## config.mk

```make
export PLATFORM = sky130hd
export DESIGN_NAME = noise_generator
export DESIGN_NICKNAME = d
export VERILOG_FILES = /design/src/rtl/psg_pkg.sv /design/src/rtl/noise_lfsr.sv /design/src/rtl/noise_generator.sv
export SDC_FILE = /design/constraint.sdc
export NUM_CORES = 1
export LEC_CHECK = 0
export BUFFER_PORTS_ARGS = -buffer_cell sky130_fd_sc_hd__buf_2
export CAP_MARGIN = 20
export CORE_UTILIZATION = 60
export DETAILED_ROUTE_END_ITERATION = 6
export GPL_ROUTABILITY_DRIVEN = 0
export GPL_TIMING_DRIVEN = 1
export MAX_ROUTING_LAYER = met4
export PLACE_DENSITY = 0.8
export SYNTH_ARGS = -nofsm -noshare
export SYNTH_HDL_FRONTEND = slang
export SYNTH_SLANG_ARGS = --single-unit
```

## constraint.sdc

```tcl
create_clock -name clk -period 2.4 [get_ports clk]
set_input_delay 0.48 -clock clk [delete_from_list [all_inputs] [get_ports clk]]
set_output_delay 0.48 -clock clk [all_outputs]
set_load 0.05 [all_outputs]
```

## src/rtl/psg_pkg.sv

```systemverilog
// Shared PSG definitions: noise rate encodings, control-field layout and LFSR helpers.
package psg_pkg;

    localparam int unsigned NOISE_CTRL_W  = 3;
    localparam int unsigned NOISE_FB_BIT  = 2;
    localparam int unsigned NOISE_NF_W    = 2;
    localparam int unsigned NOISE_CNT_W   = 6;
    localparam int unsigned LFSR_MAX_BITS = 32;

    typedef enum logic [NOISE_NF_W-1:0] {
        NOISE_RATE_16  = 2'd0,
        NOISE_RATE_32  = 2'd1,
        NOISE_RATE_64  = 2'd2,
        NOISE_RATE_EXT = 2'd3
    } noise_rate_e;

    // Seed has only the top bit of a `bits`-wide register set.
    function automatic logic [LFSR_MAX_BITS-1:0] lfsr_seed(input int unsigned bits);
        return LFSR_MAX_BITS'(1) << (bits - 1);
    endfunction

    // Terminal count (N-1) of the divider for an internal rate.
    function automatic logic [NOISE_CNT_W-1:0] rate_last(input noise_rate_e rate);
        logic [NOISE_CNT_W-1:0] last;
        case (rate)
            NOISE_RATE_16: last = NOISE_CNT_W'(15);
            NOISE_RATE_32: last = NOISE_CNT_W'(31);
            default:       last = NOISE_CNT_W'(63);
        endcase
        return last;
    endfunction

endpackage

```

## src/rtl/noise_lfsr.sv

```systemverilog
// Noise shift register with white/periodic feedback select and seed reload.
module noise_lfsr
    import psg_pkg::*;
#(
    parameter int unsigned LFSR_BITS = 15,
    parameter int unsigned WHITE_TAP = 1
) (
    input  logic clk,
    input  logic reset,
    input  logic shift,
    input  logic load,
    input  logic white,
    output logic out
);

    localparam logic [LFSR_BITS-1:0] SEED = LFSR_BITS'(lfsr_seed(LFSR_BITS));

    logic [LFSR_BITS-1:0] r_lfsr;
    logic                 w_fb;

    // Periodic mode recirculates bit 0; white mode adds the second tap.
    assign w_fb = r_lfsr[0] ^ (white & r_lfsr[WHITE_TAP]);

    always_ff @(posedge clk or posedge reset) begin
        if (reset) begin
            r_lfsr <= SEED;
        end else if (load) begin
            r_lfsr <= SEED;
        end else if (shift) begin
            r_lfsr <= {w_fb, r_lfsr[LFSR_BITS-1:1]};
        end
    end

    assign out = r_lfsr[0];

endmodule

```

## src/rtl/noise_generator.sv

```systemverilog
// PSG noise channel: rate divider / tone-2 edge detector driving the noise LFSR.
module noise_generator
    import psg_pkg::*;
#(
    parameter int unsigned LFSR_BITS = 15,
    parameter int unsigned WHITE_TAP = 1
) (
    input  logic                    clk,
    input  logic                    reset,
    input  logic                    enable,
    input  logic [NOISE_CTRL_W-1:0] control,
    input  logic                    restart_noise,
    input  logic                    tone2_in,
    output logic                    out
);

    logic [NOISE_CNT_W-1:0] r_cnt;
    logic                   r_phase;
    logic                   r_tone2_q;

    noise_rate_e w_rate;
    logic        w_white;
    logic        w_ext;
    logic        w_wrap;
    logic        w_shift;

    assign w_rate  = noise_rate_e'(control[NOISE_NF_W-1:0]);
    assign w_white = control[NOISE_FB_BIT];
    assign w_ext   = (w_rate == NOISE_RATE_EXT);

    // Only the rising half of the divided clock shifts the register.
    assign w_wrap  = enable && !w_ext && (r_cnt == rate_last(w_rate));
    assign w_shift = (w_wrap && !r_phase) || (w_ext && tone2_in && !r_tone2_q);

    // Divider holds while the external rate is selected; restart clears it.
    always_ff @(posedge clk or posedge reset) begin
        if (reset) begin
            r_cnt   <= '0;
            r_phase <= 1'b0;
        end else if (restart_noise) begin
            r_cnt   <= '0;
            r_phase <= 1'b0;
        end else if (enable && !w_ext) begin
            if (w_wrap) begin
                r_cnt   <= '0;
                r_phase <= ~r_phase;
            end else begin
                r_cnt   <= r_cnt + NOISE_CNT_W'(1);
            end
        end
    end

    // Edge detector runs every clock, independent of enable and restart.
    always_ff @(posedge clk or posedge reset) begin
        if (reset) begin
            r_tone2_q <= 1'b0;
        end else begin
            r_tone2_q <= tone2_in;
        end
    end

    noise_lfsr #(
        .LFSR_BITS (LFSR_BITS),
        .WHITE_TAP (WHITE_TAP)
    ) u_lfsr (
        .clk   (clk),
        .reset (reset),
        .shift (w_shift),
        .load  (restart_noise),
        .white (w_white),
        .out   (out)
    );

endmodule
```

==> flow_summary.ini, run 1 <==
[run_status]
outcome = finished clean

[power_and_ir_drop]
powerDensity_nw_per_um2 = 581
power_leakage_nw = 0.526
irDropWorstVdd_mv = 0.388

[die]
dieArea_sq_um = 1890
initial_core_util_pct = 66.3
die_w_um = 43.5
num_io_pins = 9
core_area_sq_um = 1560
row_count = 14
die-height_um = 43.5

[critical_path]
path_delay_family = compound AO/OA/AOI/OAI gates
max_stage_delay_ns = 0.49
critical_path_depth = 5
worstPathCellList = ha_1 > nand4_2 > or3_1 > o22ai_2 > a22o_1
cp_slowest_cell = o22ai_2
critPathRequiredTime_ns = 2.65
cp-end-kind = register
crit_path_max_fanout = 14
setup.worst_path.start_class = register
rr_worst_depth = 5
path_class = register to register
worstPathArrival_ns = 2.21
crit_buf_inv = 0

[global_route]
use_met1_pct = 28.3
use_met2_pct = 31.2
grt_pass1_vias = 615
antenna_found_initial = 0
grt_busiest_layer = met2
met3_usage_pct = 7.50
grt_pass1_wl_mm = 2.74
grt_start_max_net_pins = 24
grt_use_total_pct = 21.3
grt-ovfl-total = 0

[timing]
rsz0062_at_grt = false
timing_hold_violations_final = 0
fin_crit_sh_pct = 81.7
slew_headroom_pct = 43.7
setup_viol = 0
fin_skew_ns = 0.00706
tightest_slew_ns = 0.843
max_freq_mhz = 510
finalSetupTns_ns = 0
finalMaxSlewViolations = 0
holdWs_ns = 0.282
fin_crit_ns = 1.96

[detailed_routing]
wl_per_cell_um = 15.8
vias = 652
ant_nets = 0
drt_wl_total_mm = 1.64
routed_via_density = 6.27
drc = 0
dr.pass1.iters = 4
drt_iter0_markers = 15

[synth]
seq_area_frac_synth_pct = 55.8
syn_area_per_cell_sq_um = 13.1
ys_ff_latch = 23
synthCells = 79
synth.distinct_cells = 30
yosys_warnings = 0
netlist_area_sq_um = 1030
syn-num-nets = 88

[min_path]
hold_path_depth = 1
min_path_type = input pin to register

[clock_tree]
max-clock-path-buffers = 2
insertion_delay_ns = 0.31
cts_tree = built
cts_hold_buf = 0
cts.sinks = 23
cts_made_buffers = 3
clk_pin_slew_worst_paths_ns = 0.12
cts_max_level = 1
cts_setup_buffers = 0
cts_resized = 0
root_buffer = clkbuf_4

[cells_and_area]
final_cells = 104
syn2layout_area_growth_pct = 5.81
n_fill_cell = 114
final_util_pct = 70.1
fin_nets = 98
diodes = 0
final_area_sq_um = 1090
layout-drive-gt1-share_pct = 26.1

[place]
dpl.hpwl_mm = 1.11
portBuffers = 8
dpl.cell_count = 100
place_area_sq_um = 1070

[job]
drv_cap = 0
layout by cell type, fill, tap and decap left out, drive strengths merged, types with 3 or more instances in the layout:
cell type,synthesis,layout
buf,3,8
dfrtp,22,22
inv,3,3
a22o,14,14
nor2,7,7
clkbuf,0,4
xor2,4,4
sequential cells by signal (all words and copies together), names as in the netlist:
name	cells
r_phase	1
r_cnt	6
r_tone2_q	1
u_lfsr.r_lfsr	15
Yosys cell counts:
cell type	n	area share, %
o2111ai_1	2	1.7
nor2_1	7	2.5
nor4_2	1	1.2
a21oi_1	1	0.48
o22ai_2	1	1.2
o21bai_1	1	0.73
a21boi_1	1	0.73
nand2_1	2	0.73
nand4_1	1	0.61
a41oi_1	1	0.85
dfrtp_1	22	53
o31a_4	1	1.7
a22o_1	10	8.5
or3_1	1	0.61
buf_1	1	0.36
buf_6	2	2.2
dfstp_2	1	2.5
xnor2_1	2	1.7
and4bb_1	1	1.2
or3_2	1	0.73
ha_1	1	1.2
nor3_4	1	1.6
and4b_1	1	0.97
and3_2	1	0.73
inv_1	3	1.1
a22o_2	4	3.9
mux2i_1	2	1.9
nand4_2	1	1.2
xor2_1	4	3.4
o21ai_0	1	0.48
path summary, 6_finish.rpt:
kind                                               start                            end  slack, ns
setup / recovery                    r_cnt[0]$_DFFE_PP0P_   u_lfsr.r_lfsr[3]$_DFFE_PP0P_       0.44
hold / removal                                  tone2_in            r_tone2_q$_DFF_PP0_       0.28
setup reg to reg                    r_cnt[0]$_DFFE_PP0P_   u_lfsr.r_lfsr[3]$_DFFE_PP0P_       0.44
hold reg to reg            u_lfsr.r_lfsr[14]$_DFFE_PP1P_  u_lfsr.r_lfsr[14]$_DFFE_PP1P_       0.50
max in group asynchronous                          reset  u_lfsr.r_lfsr[12]$_DFFE_PP0P_       1.55
min in group asynchronous                          reset   u_lfsr.r_lfsr[4]$_DFFE_PP0P_       0.32
cell families after synthesis:
group	after synthesis	synth area share [%]
XOR/XNOR	6	5.08
AND/OR/NAND/NOR	18	12.1
multiplexers	2	1.94
buffers and inverters	6	3.63
AO/OA/AOI/OAI	23	20.2
adder cells (fa/ha/maj)	1	1.21
flip-flops	23	55.8
per-layer routing:
layer | vias to the layer above | wire, um
met1 | 324 | 840
met2 | 6 | 733
met3 | 3 | 52
met4 | 0 | 13
met5 | - | 0
li1 | 319 | -
area by class of cell:
cell class                 instances  area, sq um  area share, %
timing repair buffer               8         40.0           3.66
tap                               16         20.0           1.83
sequential                        23          577           52.7
inverter                           3         11.3           1.03
clock buffer                       4         26.3           2.40
multi-input combinational         50          419           38.3
metrics by stage:
| step | setup WS, ns | power [mW] |
|---|---|---|
| detailed placement | 0.481 | 0.472 |
| finish | 0.440 | 0.635 |
| CTS | 0.451 | 0.644 |
| global route | 0.291 | 0.663 |
| floorplan | 0.767 | 0.457 |
| global placement | 0.563 | 0.469 |
worst reg2reg max path: stages (launching register included):
cell and delay (ns):
dfrtp_1 0.43, ha_1 0.22, nand4_2 0.16, or3_1 0.36, o22ai_2 0.49, a22o_1 0.24
power breakdown:
part	internal, mW	switching (mW)	total [mW]
Sequential	0.400	0.00840	0.408
Combinational	0.0215	0.0345	0.0560
Clock	0.0649	0.106	0.171
Total	0.486	0.149	0.635
(Power assumes the default switching activity.)
==> run 2: changes to the inputs <==
CORE_UTILIZATION = 51   (was 60)
PLACE_DENSITY = 0.73   (was 0.8)
clock period = 1.68 ns   (was 2.4 ns; I/O delays follow)
==> run 2 against run 1 <==
Effect of this change: combinational power increased by 110%; via count is 8.1% higher; critical path depth is the same; critical path type unchanged.
==> flow_summary.ini, run 2 (synthesized netlist as in run 1, its figures left out) <==
[run_status]
outcome = finished clean

[job]
drv_cap = 0

[global_route]
grt_pass1_wl_mm = 2.86
grt_use_total_pct = 19.3
met3_usage_pct = 4.23
grt_pass1_vias = 676
use_met1_pct = 26.7
grt_start_max_net_pins = 16
grt_busiest_layer = met2
antenna_found_initial = 0
use_met2_pct = 26.9
grt-ovfl-total = 0

[place]
place_area_sq_um = 1160
dpl.hpwl_mm = 1.24
portBuffers = 8
preCtsSetupSlack_ns = -0.0790

[power_and_ir_drop]
total_power_uw = 943
powerDensity_nw_per_um2 = 756
irDropWorstVdd_mv = 0.489
power_leakage_nw = 0.597

[timing]
max_freq_mhz = 603
slew_headroom_pct = 68.3
timing_hold_violations_final = 0
fin_skew_ns = 0.00127
tightest_slew_ns = 0.470
finalMaxSlewViolations = 0
rsz0062_at_grt = true
setup_viol = 0
fin_crit_ns = 1.66
holdWs_ns = 0.0112
fin_ws_ns = 0.0230
fin_crit_sh_pct = 98.6

[detailed_routing]
wl_per_cell_um = 14.4
drc = 0
dr.pass1.iters = 4
drt_iter0_markers = 15
vias = 705
drt_wl_total_mm = 1.78
routed_via_density = 5.69
ant_nets = 0

[critical_path]
setup.worst_path.start_class = register
r2r_end = u_lfsr.r_lfsr[13]$_DFFE_PP0P_
rr_worst_depth = 5
r2r-start = r_cnt[5]$_DFFE_PP0P_
cp-end-kind = register
critPathRequiredTime_ns = 1.88
worstPathArrival_ns = 1.86
path_class = register to register
crit_path_max_fanout = 13
reg2reg_slack_ns = 0.02

[clock_tree]
cts_made_buffers = 3
cts_tree = built
cts_max_level = 1
cts.sinks = 23
clk_pin_slew_worst_paths_ns = 0.12
insertion_delay_ns = 0.30
root_buffer = clkbuf_4
max-clock-path-buffers = 2

[cells_and_area]
fin_nets = 109
syn2layout_area_growth_pct = 20.7
layout-drive-gt1-share_pct = 39.4
final_common_cell = dfrtp_1
n_fill_cell = 139
layout_common_cells = dfrtp_1, a22o_1, buf_4, buf_2, nor2_1
top_regs = u_lfsr.r_lfsr: 15 flops, r_cnt: 6 flops
top_register = u_lfsr.r_lfsr
final_area_sq_um = 1250
diodes = 0
largest_register_ffs = 15

[die]
dieArea_sq_um = 2210
die_w_um = 47.0
die-height_um = 47.0
core_area_sq_um = 1820
initial_core_util_pct = 56.8
row_count = 15
num_io_pins = 9

[min_path]
min_path_type = input pin to asynchronous set/reset pin
[run 2: cell types whose count changed in the layout (fill, tap and decap cells not counted), sizes merged]
cell	previous run	this run
clkbuf	4	3
buf	8	19
clkinv	0	1
[run 2: what timing repair did]
| item | in CTS | in global routing |
|---|---|---|
| gates resized for setup | 2 | 5 |
| setup buffers | 0 | 2 |
| setup endpoints to repair | 14 | 14 |
| hold buffers | 0 | 0 |
| pin swaps | 0 | 3 |
| endpoints found under the hold margin | 0 | 0 |
[run 2: cell type report]
| type | count | area [sq um] | area share (%) |
|---|---|---|---|
| Timing Repair Buffer | 19 | 148 | 11.8 |
| Multi-Input combinational cell | 50 | 450 | 36.1 |
| Sequential cell | 23 | 579 | 46.4 |
| Tap cell | 25 | 31.3 | 2.51 |
| Clock inverter | 1 | 5.00 | 0.401 |
| Inverter | 3 | 11.3 | 0.903 |
| Clock buffer | 3 | 22.5 | 1.81 |
[run 2: power by group]
group | total (mW) | switching, mW | internal, mW
combinational | 0.115 | 0.0601 | 0.0545
clock | 0.247 | 0.158 | 0.0886
sequential | 0.581 | 0.00994 | 0.571
[run 2: routing by layer]
layer	vias up	share of wire, %	routed length (um)
met5	-	0	0
met4	0	0.34	6
met3	2	3.8	68
met2	16	46	815
met1	348	50	892
li1	339	-	-
[run 2: worst max path at each step]
stage / slack (ns) / from / to
CTS: 0.007 / r_cnt[0]$_DFFE_PP0P_ / u_lfsr.r_lfsr[11]$_DFFE_PP0P_
detailed placement: -0.08 / r_cnt[0]$_DFFE_PP0P_ / u_lfsr.r_lfsr[11]$_DFFE_PP0P_
global placement: -0.03 / r_cnt[0]$_DFFE_PP0P_ / u_lfsr.r_lfsr[9]$_DFFE_PP0P_
global route: -0.03 / r_cnt[5]$_DFFE_PP0P_ / u_lfsr.r_lfsr[13]$_DFFE_PP0P_
floorplan: 0.05 / r_cnt[0]$_DFFE_PP0P_ / u_lfsr.r_lfsr[0]$_DFFE_PP0P_
finish: 0.02 / r_cnt[5]$_DFFE_PP0P_ / u_lfsr.r_lfsr[13]$_DFFE_PP0P_
[run 2: worst max-delay path, cell delays in order, from the launching register on]
cell	delay, ns
dfrtp_2	0.47
and4b_1	0.22
nor3_4	0.32
o22ai_4	0.13
buf_12	0.17
a22o_2	0.25
[run 2: per-stage QoR]
step	utilization, %	std cells	TNS (ns)
floorplan	-	79	0
global placement	63.6	118	-0.297
detailed placement	63.6	118	-0.945
CTS	66.0	122	0
global route	68.5	124	-0.109
finish	68.5	124	0
==> run 3: changes to the inputs <==
CTS_BUF_LIST = sky130_fd_sc_hd__clkbuf_16   (was default)
==> run 3 against run 2 <==
Effect of this change: highest routed layer unchanged; total power is 27% higher; sequential power hardly changed; count of clock-buffer cells in the layout stayed put; sequential cell count stayed put; register-to-register slack better by 0.03 ns; first-iteration DRC count is 67% lower; sequential share of layout area is 1.1 points lower; cell count is 0.81% lower; core utilization is 1.6 points higher; hold slack better by 0.066 ns; maximum frequency is 1.8% higher.
==> flow_summary.ini, run 3 (synthesized netlist as in run 1, its figures left out) <==
[critical_path]
reg2reg_slack_ns = 0.05
path_class = register to register
critPathLaunch = r_cnt[4]$_DFFE_PP0P_
cp-endpoint = u_lfsr.r_lfsr[11]$_DFFE_PP0P_
worstPathCellList = and4b_1 > nor3_4 > o22ai_4 > buf_12 > a22o_2
cp_slowest_cell = dfrtp_2
r2r-start = r_cnt[4]$_DFFE_PP0P_
critPathRequiredTime_ns = 1.82
crit_path_max_fanout = 14
worstPathArrival_ns = 1.77
r2r_end = u_lfsr.r_lfsr[11]$_DFFE_PP0P_
setup.worst_path.start_class = register
cp-end-kind = register
rr_worst_depth = 5
max_stage_delay_ns = 0.44

[die]
num_io_pins = 9
initial_core_util_pct = 56.8
row_count = 15
core_area_sq_um = 1820
dieArea_sq_um = 2210
die-height_um = 47.0
die_w_um = 47.0

[cells_and_area]
final_area_sq_um = 1280
layout-drive-gt1-share_pct = 36.7
syn2layout_area_growth_pct = 23.6
layout_common_cells = dfrtp_1, a22o_1, buf_2, buf_4, nor2_1
final_util_pct = 70.2
diodes = 0
final_common_cell = dfrtp_1
top_register = u_lfsr.r_lfsr
fin_nets = 108
largest_register_ffs = 15
final_cells = 123
top_regs = u_lfsr.r_lfsr: 15 flops, r_cnt: 6 flops

[detailed_routing]
drt_iter0_markers = 5
routed_via_density = 5.59
dr.pass1.iters = 4
drc = 0
ant_nets = 0
drt_wl_total_mm = 1.81
vias = 687
wl_per_cell_um = 14.7

[global_route]
antenna_found_initial = 0
grt_pass1_wl_mm = 2.90
grt_start_max_net_pins = 16
grt_use_total_pct = 19.9
grt-ovfl-total = 0
grt_pass1_vias = 651

[run_status]
outcome = finished clean

[clock_tree]
insertion_delay_ns = 0.25
cts_tree = built
clk_pin_slew_worst_paths_ns = 0.06
cts_hold_buf = 0
cts.sinks = 23
cts_max_level = 1
cts_made_buffers = 3
root_buffer = clkbuf_16
max-clock-path-buffers = 2

[timing]
holdWs_ns = 0.0775
setup_viol = 0
max_freq_mhz = 615
rsz0062_at_grt = false
fin_crit_ns = 1.63
fin_crit_sh_pct = 96.8
tightest_slew_ns = 0.451
timing_hold_violations_final = 0
fin_skew_ns = 0.00237
slew_headroom_pct = 69.9
finalMaxSlewViolations = 0

[power_and_ir_drop]
power_leakage_nw = 0.608
total_power_mw = 1.20
powerDensity_nw_per_um2 = 938
irDropWorstVdd_mv = 0.868

[job]
drv_cap = 0

[place]
portBuffers = 8
place_area_sq_um = 1160
dpl.hpwl_mm = 1.24
dpl.cell_count = 118

[min_path]
min_path_type = input pin to asynchronous set/reset pin
run 3: cell types whose count changed in the layout (fill, tap and decap cells not counted), sizes merged:
cell / previous run / this run
buf: 19 / 18
run 3: worst min-delay path by stage:
| stage | start | end | slack (ns) | cells after the start |
|---|---|---|---|---|
| after detailed placement | reset | u_lfsr.r_lfsr[0]$_DFFE_PP0P_ | 0.36 | 2 |
| final | reset | u_lfsr.r_lfsr[0]$_DFFE_PP0P_ | 0.08 | 2 |
| after CTS | reset | u_lfsr.r_lfsr[1]$_DFFE_PP0P_ | 0.09 | 2 |
| after floorplan | reset | r_cnt[0]$_DFFE_PP0P_ | 0.34 | 1 |
| after global routing | reset | u_lfsr.r_lfsr[0]$_DFFE_PP0P_ | 0.12 | 2 |
| after global placement | reset | u_lfsr.r_lfsr[0]$_DFFE_PP0P_ | 0.35 | 2 |
run 3: critical path: cells and delay by family, from the launching register on:
family	cells	cell delay, ns
simple gates	2	0.54
buf+inv	1	0.17
flops	1	0.44
compound gates	2	0.36
run 3: area by class of cell:
class	count	area, sq um
Sequential cell	23	579
Fill cell	138	543
Multi-Input combinational cell	50	435
Timing Repair Buffer	18	140
Clock buffer	3	75.1
Tap cell	25	31.3
Inverter	3	11.3
Clock inverter	1	5.00
run 3: power by group:
| part | leakage (nW) | internal (mW) | switching (mW) |
|---|---|---|---|
| Combinational | 0.258 | 0.0531 | 0.0598 |
| Clock | 0.0409 | 0.320 | 0.185 |
| Sequential | 0.309 | 0.572 | 0.00919 |
| Total | 0.608 | 0.945 | 0.254 |
run 3: metrics by stage:
stage          setup TNS [ns]  setup WS (ns)
3_3_place_gp           -0.297        -0.0301
4_1_cts                     0         0.0281
6_report                    0         0.0529
2_1_floorplan               0         0.0540
5_1_grt                     0        0.00165
3_5_place_dp           -0.945        -0.0790
run 3: repair_timing:
| item | in CTS | in global routing |
|---|---|---|
| pin swaps | 0 | 3 |
| gates cloned | 0 | 0 |
| buffers inserted | 0 | 1 |
| resized for setup | 2 | 2 |
| setup endpoints to repair | 14 | 15 |
run 3: layer usage:
layer  wire length, um  share of wire [%]  global-route usage, %
met3                49                2.7                   3.46
met5                 0                  0                      -
met2               745                 41                   26.7
met4                28                1.5                   8.57
met1               990                 55                   29.2
